`src/rtl/muxa_writeback_if.sv`:
```
// Request/result bundle between the A-operand path and its writeback unit:
// latched word and destination in, busy/done status and the four registers out.
interface muxa_writeback_if;
   logic [1:0]      Select;
   logic [3:0][0:2] A;
   logic            Start;
   logic            Busy;
   logic            Done;
   logic [3:0][0:2] I;
   logic [3:0][0:2] J;
   logic [3:0][0:2] S;
   logic [3:0][0:2] H;

   modport master (
      output Select, A, Start,
      input  Busy, Done, I, J, S, H
   );

   modport slave (
      input  Select, A, Start,
      output Busy, Done, I, J, S, H
   );
endinterface

```
`src/rtl/muxa_writeback.sv`:
```
// Digit-serial writeback of one 4x3-bit word into I/J/S/H, one digit per clock, 4 cycles after accept.
// Start is taken only when idle and is dropped (not queued) while Busy; Done pulses for one cycle at the end.
module muxa_writeback (
   input  logic             clk,
   input  logic             reset,
   muxa_writeback_if.slave  wb
);
   typedef enum logic {IDLE, WRITE} state_t;

   state_t          state;
   state_t          state_nxt;
   logic [1:0]      cnt;
   logic [1:0]      dst;
   logic [3:0][0:2] word;
   logic [3:0][0:2] reg_i;
   logic [3:0][0:2] reg_j;
   logic [3:0][0:2] reg_s;
   logic [3:0][0:2] reg_h;
   logic            done;
   logic            busy;
   logic            accept;
   logic            last;

   always_ff @(posedge clk) begin
      if (reset) state <= IDLE;
      else       state <= state_nxt;
   end

   always_comb begin
      state_nxt = state;
      case (state)
         IDLE:    if (wb.Start) state_nxt = WRITE;
         WRITE:   if (cnt == 2'd3) state_nxt = IDLE;
         default: state_nxt = IDLE;
      endcase
   end

   always_comb begin
      busy   = 1'b0;
      accept = 1'b0;
      last   = 1'b0;
      case (state)
         IDLE:    accept = wb.Start;
         WRITE: begin
            busy = 1'b1;
            last = (cnt == 2'd3);
         end
         default: ;
      endcase
   end

   // Only the word/destination latched at accept are used; live A/Select are ignored during WRITE.
   always_ff @(posedge clk) begin
      if (reset) begin
         cnt   <= 2'd0;
         dst   <= 2'd0;
         word  <= '0;
         reg_i <= '0;
         reg_j <= '0;
         reg_s <= '0;
         reg_h <= '0;
         done  <= 1'b0;
      end else begin
         done <= last;
         if (accept) begin
            word <= wb.A;
            dst  <= wb.Select;
            cnt  <= 2'd0;
         end else if (busy) begin
            cnt <= last ? 2'd0 : cnt + 2'd1;
            case (dst)
               2'd0: reg_i[cnt] <= word[cnt];
               2'd1: reg_j[cnt] <= word[cnt];
               2'd2: reg_s[cnt] <= word[cnt];
               2'd3: reg_h[cnt] <= word[cnt];
               default: ;
            endcase
         end
      end
   end

   assign wb.Busy = busy;
   assign wb.Done = done;
   assign wb.I    = reg_i;
   assign wb.J    = reg_j;
   assign wb.S    = reg_s;
   assign wb.H    = reg_h;
endmodule

```
`src/flat_wrapper.sv`:
```
// flat-port wrapper written by rule: the top's interface ports become plain ports
module muxa_writeback_flat 
  (clk, reset, wb_Select, wb_A, wb_Start, wb_Busy, wb_Done, wb_I, wb_J, wb_S, wb_H);
  muxa_writeback_if wb_i ();
  input  logic clk;
  input  logic reset;
  input wire logic [$bits(wb_i.Select)-1:0] wb_Select;
  input wire logic [$bits(wb_i.A)-1:0] wb_A;
  input wire logic [$bits(wb_i.Start)-1:0] wb_Start;
  output wire logic [$bits(wb_i.Busy)-1:0] wb_Busy;
  output wire logic [$bits(wb_i.Done)-1:0] wb_Done;
  output wire logic [$bits(wb_i.I)-1:0] wb_I;
  output wire logic [$bits(wb_i.J)-1:0] wb_J;
  output wire logic [$bits(wb_i.S)-1:0] wb_S;
  output wire logic [$bits(wb_i.H)-1:0] wb_H;
  assign wb_i.Select = wb_Select;
  assign wb_i.A = wb_A;
  assign wb_i.Start = wb_Start;
  assign wb_Busy = wb_i.Busy;
  assign wb_Done = wb_i.Done;
  assign wb_I = wb_i.I;
  assign wb_J = wb_i.J;
  assign wb_S = wb_i.S;
  assign wb_H = wb_i.H;
  muxa_writeback u_core (.clk(clk), .reset(reset), .wb(wb_i));
endmodule
```
`config.mk`:
```
export PLATFORM = sky130hd
export DESIGN_NAME = muxa_writeback_flat
export DESIGN_NICKNAME = d
export VERILOG_FILES = /design/src/rtl/muxa_writeback_if.sv /design/src/rtl/muxa_writeback.sv /design/src/flat_wrapper.sv
export SDC_FILE = /design/constraint.sdc
export NUM_CORES = 1
export LEC_CHECK = 0
export ABC_AREA = 1
export CORE_ASPECT_RATIO = 0.75
export CORE_MARGIN = 4
export CORE_UTILIZATION = 45
export DETAILED_ROUTE_END_ITERATION = 12
export PLACE_DENSITY_LB_ADDON = 0.12
export SLEW_MARGIN = 20
export SYNTH_ARGS = -nofsm -noshare
export SYNTH_HDL_FRONTEND = slang
export SYNTH_SLANG_ARGS = --single-unit
```
`constraint.sdc`:
```
create_clock -name clk -period 1.25 [get_ports clk]
set_input_delay 0.25 -clock clk [delete_from_list [all_inputs] [get_ports clk]]
set_output_delay 0.25 -clock clk [all_outputs]
set_load 0.02 [all_outputs]
```
==> impl_metrics.yaml, run 1 <==
global_route:
  first_global_vias: 2591
  grt_pass1_wl_mm: 12.01
  grt_max_degree: 28
  antenna_found_initial: 0
  grt.total_usage: 0.1900
  overflow: 0
route:
  drtIter0Drc: 117
  ant_nets: 0
  wirelength_mm: 7.838
  via_count: 2934
  drc: 0
  avgRoutedWirePerCell_um: 12.62
  first_pass_iters: 5
  vias_per_cell: 4.725
yosys:
  synth.distinct_cells: 20
  synthCells: 451
  ys_seq_area_frac: 0.4382
  synth-seq-cells: 66
  netlist_area_um2: 3015
  avgSynthCellArea_um2: 6.686
  syn_nets: 472
  yosysWarnings: 0
die:
  coreArea_um2: 6412
  boundaryPins: 67
  dieArea_um2: 8088
  fp.dieW_um: 102.5
  num_rows: 25
  dieHeight_um: 78.89
  initial_utilization: 0.4702
timing:
  setup-violations-final: 12
  finalCritPeriodShare: 1.026
  rsz0062_at_grt: "true"
  fin_setup_tns_ns: -0.1389
  slew_viol_final: 0
  worst_slew_pin_slew_ns: 0.2682
  clock_skew_ns: 0.005021
  fmax_ghz: 0.7801
  hold_viol_final: 0
  min_period_ns: 1.282
  slew_headroom: 0.8207
  worst_slack_ns: -0.03192
cts:
  clock_latency_ns: 0.34
  path_clk_slew_ns: 0.07
  cts_hold_buf: 0
  ctsHtreeMaxLevel: 3
  clock_path_buffers: 2
  cts_tree: "built"
  cts_root_buf: "clkbuf_8"
  cts_sinks: 66
  cts_buffers: 9
final_layout:
  area_growth_pct: 35.89
  nNetsFinal: 557
  fillCellCount: 592
  final_util: 0.6390
  num_antenna_cells: 0
  final_common_cell: "nand2_1"
  mostFrequentLayoutCells: "nand2_1, inv_1, dfxtp_1"
  final_layout_size_suffix_gt1_frac: 0.2556
pwr:
  power_frac_clock: 0.379
  fin_total_pwr_mw: 4.589
  seq_power_share: 0.486
  power_density_nw_per_um2: 1120
  p_int_mw: 3.365
  switching_power_mw: 1.224
  combinationalPowerShare: 0.136
  switching_share: 0.2668
  ir_worst_vdd_mv: 0.7987
  power_leakage_nw: 2.036
worst_hold_path:
  hold_class: "flip-flop to flip-flop"
placed_design:
  dp_hpwl_mm: 5.030
  post-place-ws_ns: -0.08518
  place_congestion: 0.8169
  io_buffer_count: 66
critical_path:
  critPathLaunchType: "flip-flop"
  cp_max_fo: 6
  criticalPathCategory: "flip-flop to flip-flop"
  required_ns: 1.49
  end_kind: "flip-flop"
  cp.arrival_ns: 1.52
status:
  violations: "setup timing"
  status: "complete, but fails checks"
run:
  maxCapViolCount: 0
[sequential cells by signal (all words and copies together) (netlist names)]
signal	count
u_core.wb.I	12
u_core.wb.J	12
u_core.dst	2
u_core.state	1
u_core.wb.H	12
u_core.cnt	2
u_core.wb.S	12
u_core.wb.Done	1
u_core.word	12
[repair_timing]
item	CTS	global route
gates resized for setup	128	84
pin swaps	12	34
gates cloned	0	4
setup buffers	1	3
endpoints found under the setup margin	92	96
[worst paths after layout]
| path | startpoint | end | slack, ns | depth (start not counted) |
|---|---|---|---|---|
| hold / removal | u_core.word[10] | u_core.word[10] | 0.49 | 2 |
| hold reg to reg | u_core.word[10] | u_core.word[10] | 0.49 | 2 |
| setup / recovery | u_core.cnt[0] | u_core.wb.S[0] | -0.03 | 7 |
| setup reg to reg | u_core.cnt[0] | u_core.wb.S[0] | -0.03 | 7 |
[synth_stat cells]
master / number / share of area
a21oi_1: 47 / 0.078
buf_2: 4 / 0.0066
buf_4: 2 / 0.0050
buf_6: 5 / 0.019
clkbuf_1: 6 / 0.0075
dfxtp_1: 66 / 0.44
ha_1: 4 / 0.017
inv_1: 101 / 0.13
inv_2: 8 / 0.010
inv_4: 1 / 0.0021
nand2_1: 121 / 0.15
nand2_2: 7 / 0.015
nand3_1: 7 / 0.012
nand3_2: 2 / 0.0066
nand4_1: 16 / 0.033
nor2_1: 37 / 0.046
nor3_1: 2 / 0.0033
o211ai_1: 1 / 0.0025
o21ai_0: 12 / 0.020
o21ai_1: 2 / 0.0033
[metrics by stage]
stage / area [um^2] / hold slack (ns) / std cells
floorplan: 3048 / 0.4167 / 451
global placement: 3845 / 0.4594 / 598
detailed placement: 3845 / 0.4674 / 598
CTS: 4088 / 0.4775 / 614
global route: 4098 / 0.5172 / 621
finish: 4098 / 0.4895 / 621
[routing by layer]
layer,vias to the layer above,part of all wire,track usage
met5,-,0,0
met4,0,0.0075,0.04194
met3,5,0.083,0.06497
met2,94,0.45,0.2964
met1,1305,0.46,0.2537
li1,1530,-,-
[final cells by class]
type / count / area, um^2 / area share
sequential: 66 / 1333 / 0.3252
multi-input combinational: 261 / 1359 / 0.3316
clock inverter: 3 / 40.04 / 0.009771
clock buffer: 12 / 145.1 / 0.03542
timing repair buffer: 88 / 685.7 / 0.1673
inverter: 110 / 434.2 / 0.1060
tap: 81 / 101.3 / 0.02473
[cell families (layout without fill, tap and decap cells)]
kind of cell,Yosys count,count (layout),synth area share
AOI/OAI and AO/OA,62,62,0.1037
adders and majority gates,4,4,0.01660
buffers and inverters,127,213,0.1755
DFF,66,66,0.4382
and+or+nand+nor,192,195,0.2660
[critical path, stage by stage, from the launching register on]
cell and delay [ns]:
dfxtp_4 0.39, buf_4 0.15, nand2_1 0.05, nand3_1 0.21
nand2_4 0.20, nand2_1 0.07, nand2_1 0.07, inv_1 0.04
[power groups by stage]
stage	registers (mW)	clock network, mW	logic (mW)
2_1_floorplan	2.28	0	0.333
6_report	2.23	1.74	0.622
3_5_place_dp	2.27	0	0.537
4_1_cts	2.22	1.78	0.537
3_3_place_gp	2.27	0	0.526
5_1_grt	2.24	1.87	0.686
No activity file was read; power rests on OpenSTA's default activity.
==> inputs of run 2 (changes only) <==
--- a/config.mk
+++ b/config.mk
@@ -8,7 +8,7 @@
 export ABC_AREA = 1
 export CORE_ASPECT_RATIO = 0.75
 export CORE_MARGIN = 4
-export CORE_UTILIZATION = 45
+export CORE_UTILIZATION = 50
 export DETAILED_ROUTE_END_ITERATION = 12
 export PLACE_DENSITY_LB_ADDON = 0.12
 export SLEW_MARGIN = 20
==> constraint.sdc (replaced) <==
create_clock -name clk -period 1.3 [get_ports clk]
set_input_delay 0.26 -clock clk [delete_from_list [all_inputs] [get_ports clk]]
set_output_delay 0.26 -clock clk [all_outputs]
set_load 0.02 [all_outputs]
==> run 2 against run 1 <==
Compared with the run above:
- the run now ends clean
- utilization up 6.9 points
- combinational power down 6.4%
- global-route usage up 1.1 points
- sequential power down 4%
- power down 5.0%
- via count down 1.8%
- sequential share of layout area down 0.28 points
- fmax down 0.29%
- die area down 9.1%
- critical endpoint is now u_core.wb.H[5]
==> impl_metrics.yaml, run 2 (same netlist as run 1, synthesis figures left out) <==
timing:
  worst_slew_pin_slew_ns: 0.2644
  hold_viol_final: 0
  rsz0062_at_grt: "true"
  finalCritPeriodShare: 0.9890
  min_period_ns: 1.286
  fmax_ghz: 0.7778
  setup-violations-final: 0
  slew_viol_final: 0
  whs_ns: 0.4785
  worst_slack_ns: 0.01433
  slew_headroom: 0.8235
  clock_skew_ns: 0.005917
critical_path:
  criticalPathCategory: "flip-flop to flip-flop"
  cp_max_fo: 5
  end_kind: "flip-flop"
  r2r-start: "u_core.cnt[0]"
  r2r-end: "u_core.wb.H[5]"
  critPathLaunchType: "flip-flop"
  required_ns: 1.55
  reg2reg_depth: 7
  cp.arrival_ns: 1.54
  rrSetupSlack_ns: 0.01
placed_design:
  io_buffer_count: 66
  post-place-ws_ns: -0.08243
  place_area_um2: 3782
  dp_hpwl_mm: 4.948
  place_congestion: 0.8258
  dpl.cell_count: 592
pwr:
  switching_power_mw: 1.200
  seq_power_share: 0.492
  p_int_mw: 3.159
  fin_total_pwr_mw: 4.359
  power_frac_clock: 0.375
  power_leakage_nw: 2.038
  ir_worst_vdd_mv: 0.7865
  combinationalPowerShare: 0.134
  switching_share: 0.2753
  power_density_nw_per_um2: 1057
cts:
  path_clk_slew_ns: 0.07
  cts_sinks: 66
  clock_path_buffers: 2
  cts_root_buf: "clkbuf_8"
  cts_hold_buf: 0
  cts_buffers: 9
  ctsHtreeMaxLevel: 3
  cts_tree: "built"
  clock_latency_ns: 0.35
die:
  dieHeight_um: 75.26
  initial_utilization: 0.5176
  num_rows: 24
  boundaryPins: 67
  fp.dieW_um: 97.67
  dieArea_um2: 7350
  coreArea_um2: 5826
final_layout:
  postLayoutCellArea_um2: 4125
  final_cells: 620
  nNetsFinal: 558
  final_common_cell: "nand2_1"
  num_antenna_cells: 0
  mostFrequentLayoutCells: "nand2_1, inv_1, dfxtp_1"
  area_growth_pct: 36.81
  final_layout_size_suffix_gt1_frac: 0.1900
route:
  ant_nets: 0
  first_pass_iters: 5
  wirelength_mm: 7.494
  drtIter0Drc: 186
  avgRoutedWirePerCell_um: 12.09
  vias_per_cell: 4.647
  drc: 0
  via_count: 2881
status:
  status: "complete, no violations"
worst_hold_path:
  min_to: "u_core.word[7]"
  holdPathStages: 2
  hp-start: "u_core.word[7]"
  hold_class: "flip-flop to flip-flop"
global_route:
  antenna_found_initial: 0
  grt_max_degree: 28
  first_global_vias: 2467
  grt.total_usage: 0.2014
  overflow: 0
  grt_pass1_wl_mm: 11.60
run:
  maxCapViolCount: 0
==> run 2: changes by cell type in the layout (fill, tap and decap cells not counted), moves of 3 or more <==
cell and delta:
clkdlybuf4s15_1 +27, clkbuf_2 -12, buf_2 -10, clkdlybuf4s15_2 -10, dlygate4sd2_1 +4, buf_4 +3, inv_1 +3
==> run 2: final cells by class <==
cell class	count	area, um^2
Clock buffer	12	165.2
Clock inverter	4	25.02
Fill cell	501	1700
Inverter	110	422.9
Multi-Input combinational cell	260	1309
Sequential cell	66	1330
Tap cell	78	97.59
Timing Repair Buffer	88	763.2
Timing Repair inverter	2	12.51
==> run 2: layer usage <==
metal	wire length (um)	share of wire	global-route usage
met5	0	0	0
met4	140	0.019	0.06452
met3	508	0.068	0.07130
met2	3325	0.44	0.3197
met1	3520	0.47	0.2612
==> run 2: worst max path at each step <==
stage                  startpoint        endpoint  slack, ns  depth (start not counted)
finish              u_core.cnt[0]  u_core.wb.H[5]       0.01                          7
global route        u_core.cnt[0]  u_core.wb.S[1]      -0.07                          8
CTS                 u_core.cnt[0]  u_core.wb.J[6]      -0.01                          7
detailed placement  u_core.cnt[0]  u_core.wb.S[7]      -0.08                          8
global placement         wb_Start  u_core.word[1]      -0.03                          5
floorplan           u_core.cnt[0]  u_core.wb.J[8]     -0.002                          9
==> run 2: critical path, cell delays in order (launching register included) <==
cell	delay, ns
dfxtp_4	0.41
buf_4	0.14
ha_4	0.15
nand4_1	0.21
inv_2	0.13
nand2_1	0.05
nand2_1	0.07
inv_1	0.04
==> run 2: timing repair <==
item	in CTS	in global routing
buffers inserted	3	5
endpoints found under the hold margin	0	0
gates resized for setup	71	87
endpoints found under the setup margin	92	105
pin swaps	2	12
cloned	2	2
==> run 2: through the flow <==
stage	setup TNS [ns]	util
4_1_cts	-0.03220	0.6841
3_3_place_gp	-0.3234	0.6493
2_1_floorplan	-0.01735	-
6_report	0	0.7081
3_5_place_dp	-1.703	0.6493
5_1_grt	-1.102	0.7081
==> run 2: power by group through the flow <==
stage / clock, mW / sequential (mW) / combinational, mW
floorplan: 0 / 2.19 / 0.314
global placement: 0 / 2.18 / 0.493
detailed placement: 0 / 2.18 / 0.502
CTS: 1.66 / 2.13 / 0.506
global route: 1.77 / 2.15 / 0.637
finish: 1.63 / 2.14 / 0.582
==> inputs of run 3 (changes only) <==
--- a/config.mk
+++ b/config.mk
@@ -5,12 +5,13 @@
 export SDC_FILE = /design/constraint.sdc
 export NUM_CORES = 1
 export LEC_CHECK = 0
-export ABC_AREA = 1
+export ABC_AREA = 0
 export CORE_ASPECT_RATIO = 0.75
 export CORE_MARGIN = 4
-export CORE_UTILIZATION = 50
+export CORE_UTILIZATION = 48
 export DETAILED_ROUTE_END_ITERATION = 12
 export PLACE_DENSITY_LB_ADDON = 0.12
+export SKIP_CTS_REPAIR_TIMING = 1
 export SLEW_MARGIN = 20
 export SYNTH_ARGS = -nofsm -noshare
 export SYNTH_HDL_FRONTEND = slang
==> run 3 against run 2 <==
Compared with the run above:
- the flow now finishes with violations (setup timing)
- via count fell by 29%
- sequential cell count stayed put
- hold slack got worse by 0.11 ns
- wire length fell by 19%
- critical endpoint is now u_core.wb.H[9]
- highest routed layer unchanged
==> impl_metrics.yaml, run 3 <==
critical_path:
  end_kind: "flip-flop"
  crit_path_max_incr_delay_ns: 0.69
  slowest_stage: "mux4_2"
  criticalPathCategory: "flip-flop to flip-flop"
  cp_max_fo: 16
  cp.arrival_ns: 1.71
  required_ns: 1.52
  critical_path.cell_chain: "mux4_2 > mux2i_1 > nor2_1"
  critPathLaunch: "u_core.cnt[1]"
  reg2reg_depth: 3
  r2r-start: "u_core.cnt[1]"
  critPathLaunchType: "flip-flop"
yosys:
  synthSimpleGateAreaFrac: 0.1844
  synth_most_common_cell: "dfxtp_1"
  synth_xor_area_frac: 0
  synth_edf_count: 0
  synthTopCellsByCount: "dfxtp_1, nor2_1, mux2i_1, nand2_1, a21oi_1"
  synth_top_family_by_area: "multiplexers"
  synth_area_leaders: "dfxtp_1, mux2i_1, nor2_1, nand2_1, a21oi_1"
  yosysWarnings: 0
  synthAdderAreaFrac: 0.01926
  yosysTopAreaCellShare: 0.5084
  synth-compound-area-share: 0.03467
  netlist_area_um2: 2599
  ys_seq_area_frac: 0.5084
  synth.distinct_cells: 20
  synth_area_leader_cell: "dfxtp_1"
  avgSynthCellArea_um2: 10.11
  syn_nets: 278
  synthCells: 257
  synth-seq-cells: 66
  synth.mux.area_fraction: 0.2109
  synthArstFlopShare: 0
  synth_top_flop_cell: "dfxtp_1"
cts:
  path_clk_slew_ns: 0.07
  cts_tree: "built"
  clock_path_buffers: 2
  cts_sinks: 66
  cts_root_buf: "clkbuf_8"
  cts_buffers: 9
  ctsHtreeMaxLevel: 3
  clock_latency_ns: 0.34
timing:
  rsz0062_at_grt: "true"
  finalCritPeriodShare: 1.149
  fin_setup_tns_ns: -7.209
  worst_slack_ns: -0.1938
  min_period_ns: 1.494
  slew_headroom: 0.7642
  setup-violations-final: 48
  slew_viol_final: 0
  hold_viol_final: 0
  clock_skew_ns: 0.01063
  fmax_ghz: 0.6694
  worst_slew_pin_slew_ns: 0.3537
die:
  dieHeight_um: 71.72
  fp.dieW_um: 92.97
  dieArea_um2: 6667
  coreArea_um2: 5065
  num_rows: 22
  initial_utilization: 0.5131
  boundaryPins: 67
worst_hold_path:
  hold_class: "input port to flip-flop"
  hp-start: "reset"
  holdPathStages: 3
final_layout:
  final_common_cell: "dfxtp_1"
  mostFrequentLayoutCells: "dfxtp_1, nor2_1, dlymetal6s2s_1"
  final_util: 0.7406
  area_growth_pct: 44.34
  nNetsFinal: 353
  final_layout_size_suffix_gt1_frac: 0.1190
  num_antenna_cells: 0
pwr:
  combinationalPowerShare: 0.089
  p_int_mw: 3.270
  power_density_nw_per_um2: 1122
  power_leakage_nw: 2.497
  power_frac_clock: 0.416
  switching_share: 0.2228
  fin_total_pwr_mw: 4.208
  switching_power_uw: 937.6
  seq_power_share: 0.496
  ir_worst_vdd_mv: 0.9164
route:
  wirelength_mm: 6.052
  avgRoutedWirePerCell_um: 14.83
  drc: 0
  first_pass_iters: 4
  via_count: 2033
  drtIter0Drc: 146
  ant_nets: 0
  vias_per_cell: 4.983
placed_design:
  io_buffer_count: 66
  place_congestion: 0.7631
  dp_hpwl_mm: 3.983
global_route:
  first_global_vias: 2004
  antenna_found_initial: 0
  grt.total_usage: 0.1849
  grt_max_degree: 67
  grt_pass1_wl_mm: 9.611
  overflow: 0
run:
  maxCapViolCount: 0
status:
  status: "complete, but fails checks"
  violations: "setup timing"
-- run 3: cell count changes after synthesis, moves of 12 or more --
| cell | delta |
|---|---|
| a21oi_1 | -31 |
| o21ai_0 | -12 |
| nand2_1 | -92 |
| mux2i_1 | +48 |
| inv_1 | -99 |
| nor2_1 | +14 |
| nand4_1 | -12 |
-- run 3: cell type report --
cell class | instances | area (um^2)
flip-flops and latches | 66 | 1330
fillers | 398 | 1314
multi-input cells | 173 | 1167
repair buffers | 80 | 952.2
clock buffers | 13 | 168.9
well taps | 72 | 90.09
clock inverters | 2 | 35.03
inverters | 2 | 7.507
-- run 3: critical path, delay by kind of cell, from the launching register on --
| family | cells | cell delay, ns |
|---|---|---|
| flops | 1 | 0.38 |
| simple gates | 1 | 0.06 |
| mux | 2 | 0.92 |
-- run 3: final timing paths --
check                           slack (ns)             end
worst min-delay path                  0.37  u_core.wb.S[8]
worst max-delay path                 -0.19  u_core.wb.H[9]
worst min register to register        0.46  u_core.word[3]
worst max register to register       -0.19  u_core.wb.H[9]
-- run 3: through the flow --
stage | std cells | hold slack [ns] | setup WS [ns] | area (um^2)
floorplan | 257 | 0.3949 | -0.06914 | 2608
global placement | 391 | 0.4428 | -0.1455 | 3378
detailed placement | 391 | 0.4481 | -0.1698 | 3378
CTS | 406 | 0.3710 | -0.3025 | 3582
global route | 408 | 0.3811 | -0.2502 | 3751
finish | 408 | 0.3731 | -0.1938 | 3751
-- run 3: power by group through the flow --
stage / clock network, mW / registers [mW] / logic, mW
detailed placement: 0 / 2.13 / 0.354
finish: 1.75 / 2.09 / 0.374
global placement: 0 / 2.13 / 0.353
global route: 1.86 / 2.09 / 0.407
CTS: 1.80 / 2.09 / 0.357
floorplan: 0 / 2.13 / 0.209
-- run 3: per-layer routing --
layer | share of wire | up-vias | GRT usage
met1 | 0.46 | 950 | 0.2358
met3 | 0.075 | 6 | 0.09654
met4 | 0.0084 | 0 | 0.04878
li1 | - | 1023 | -
met5 | 0 | - | 0
met2 | 0.46 | 54 | 0.2761
-- run 3: cell families (layout without fill, tap and decap cells) --
kind of cell	after synthesis	after routing
multiplexers	51	51
AO/OA/AOI/OAI	17	17
adder cells (fa/ha/maj)	4	4
flip-flops	66	66
AND/OR/NAND/NOR	101	101
buffers and inverters	18	97
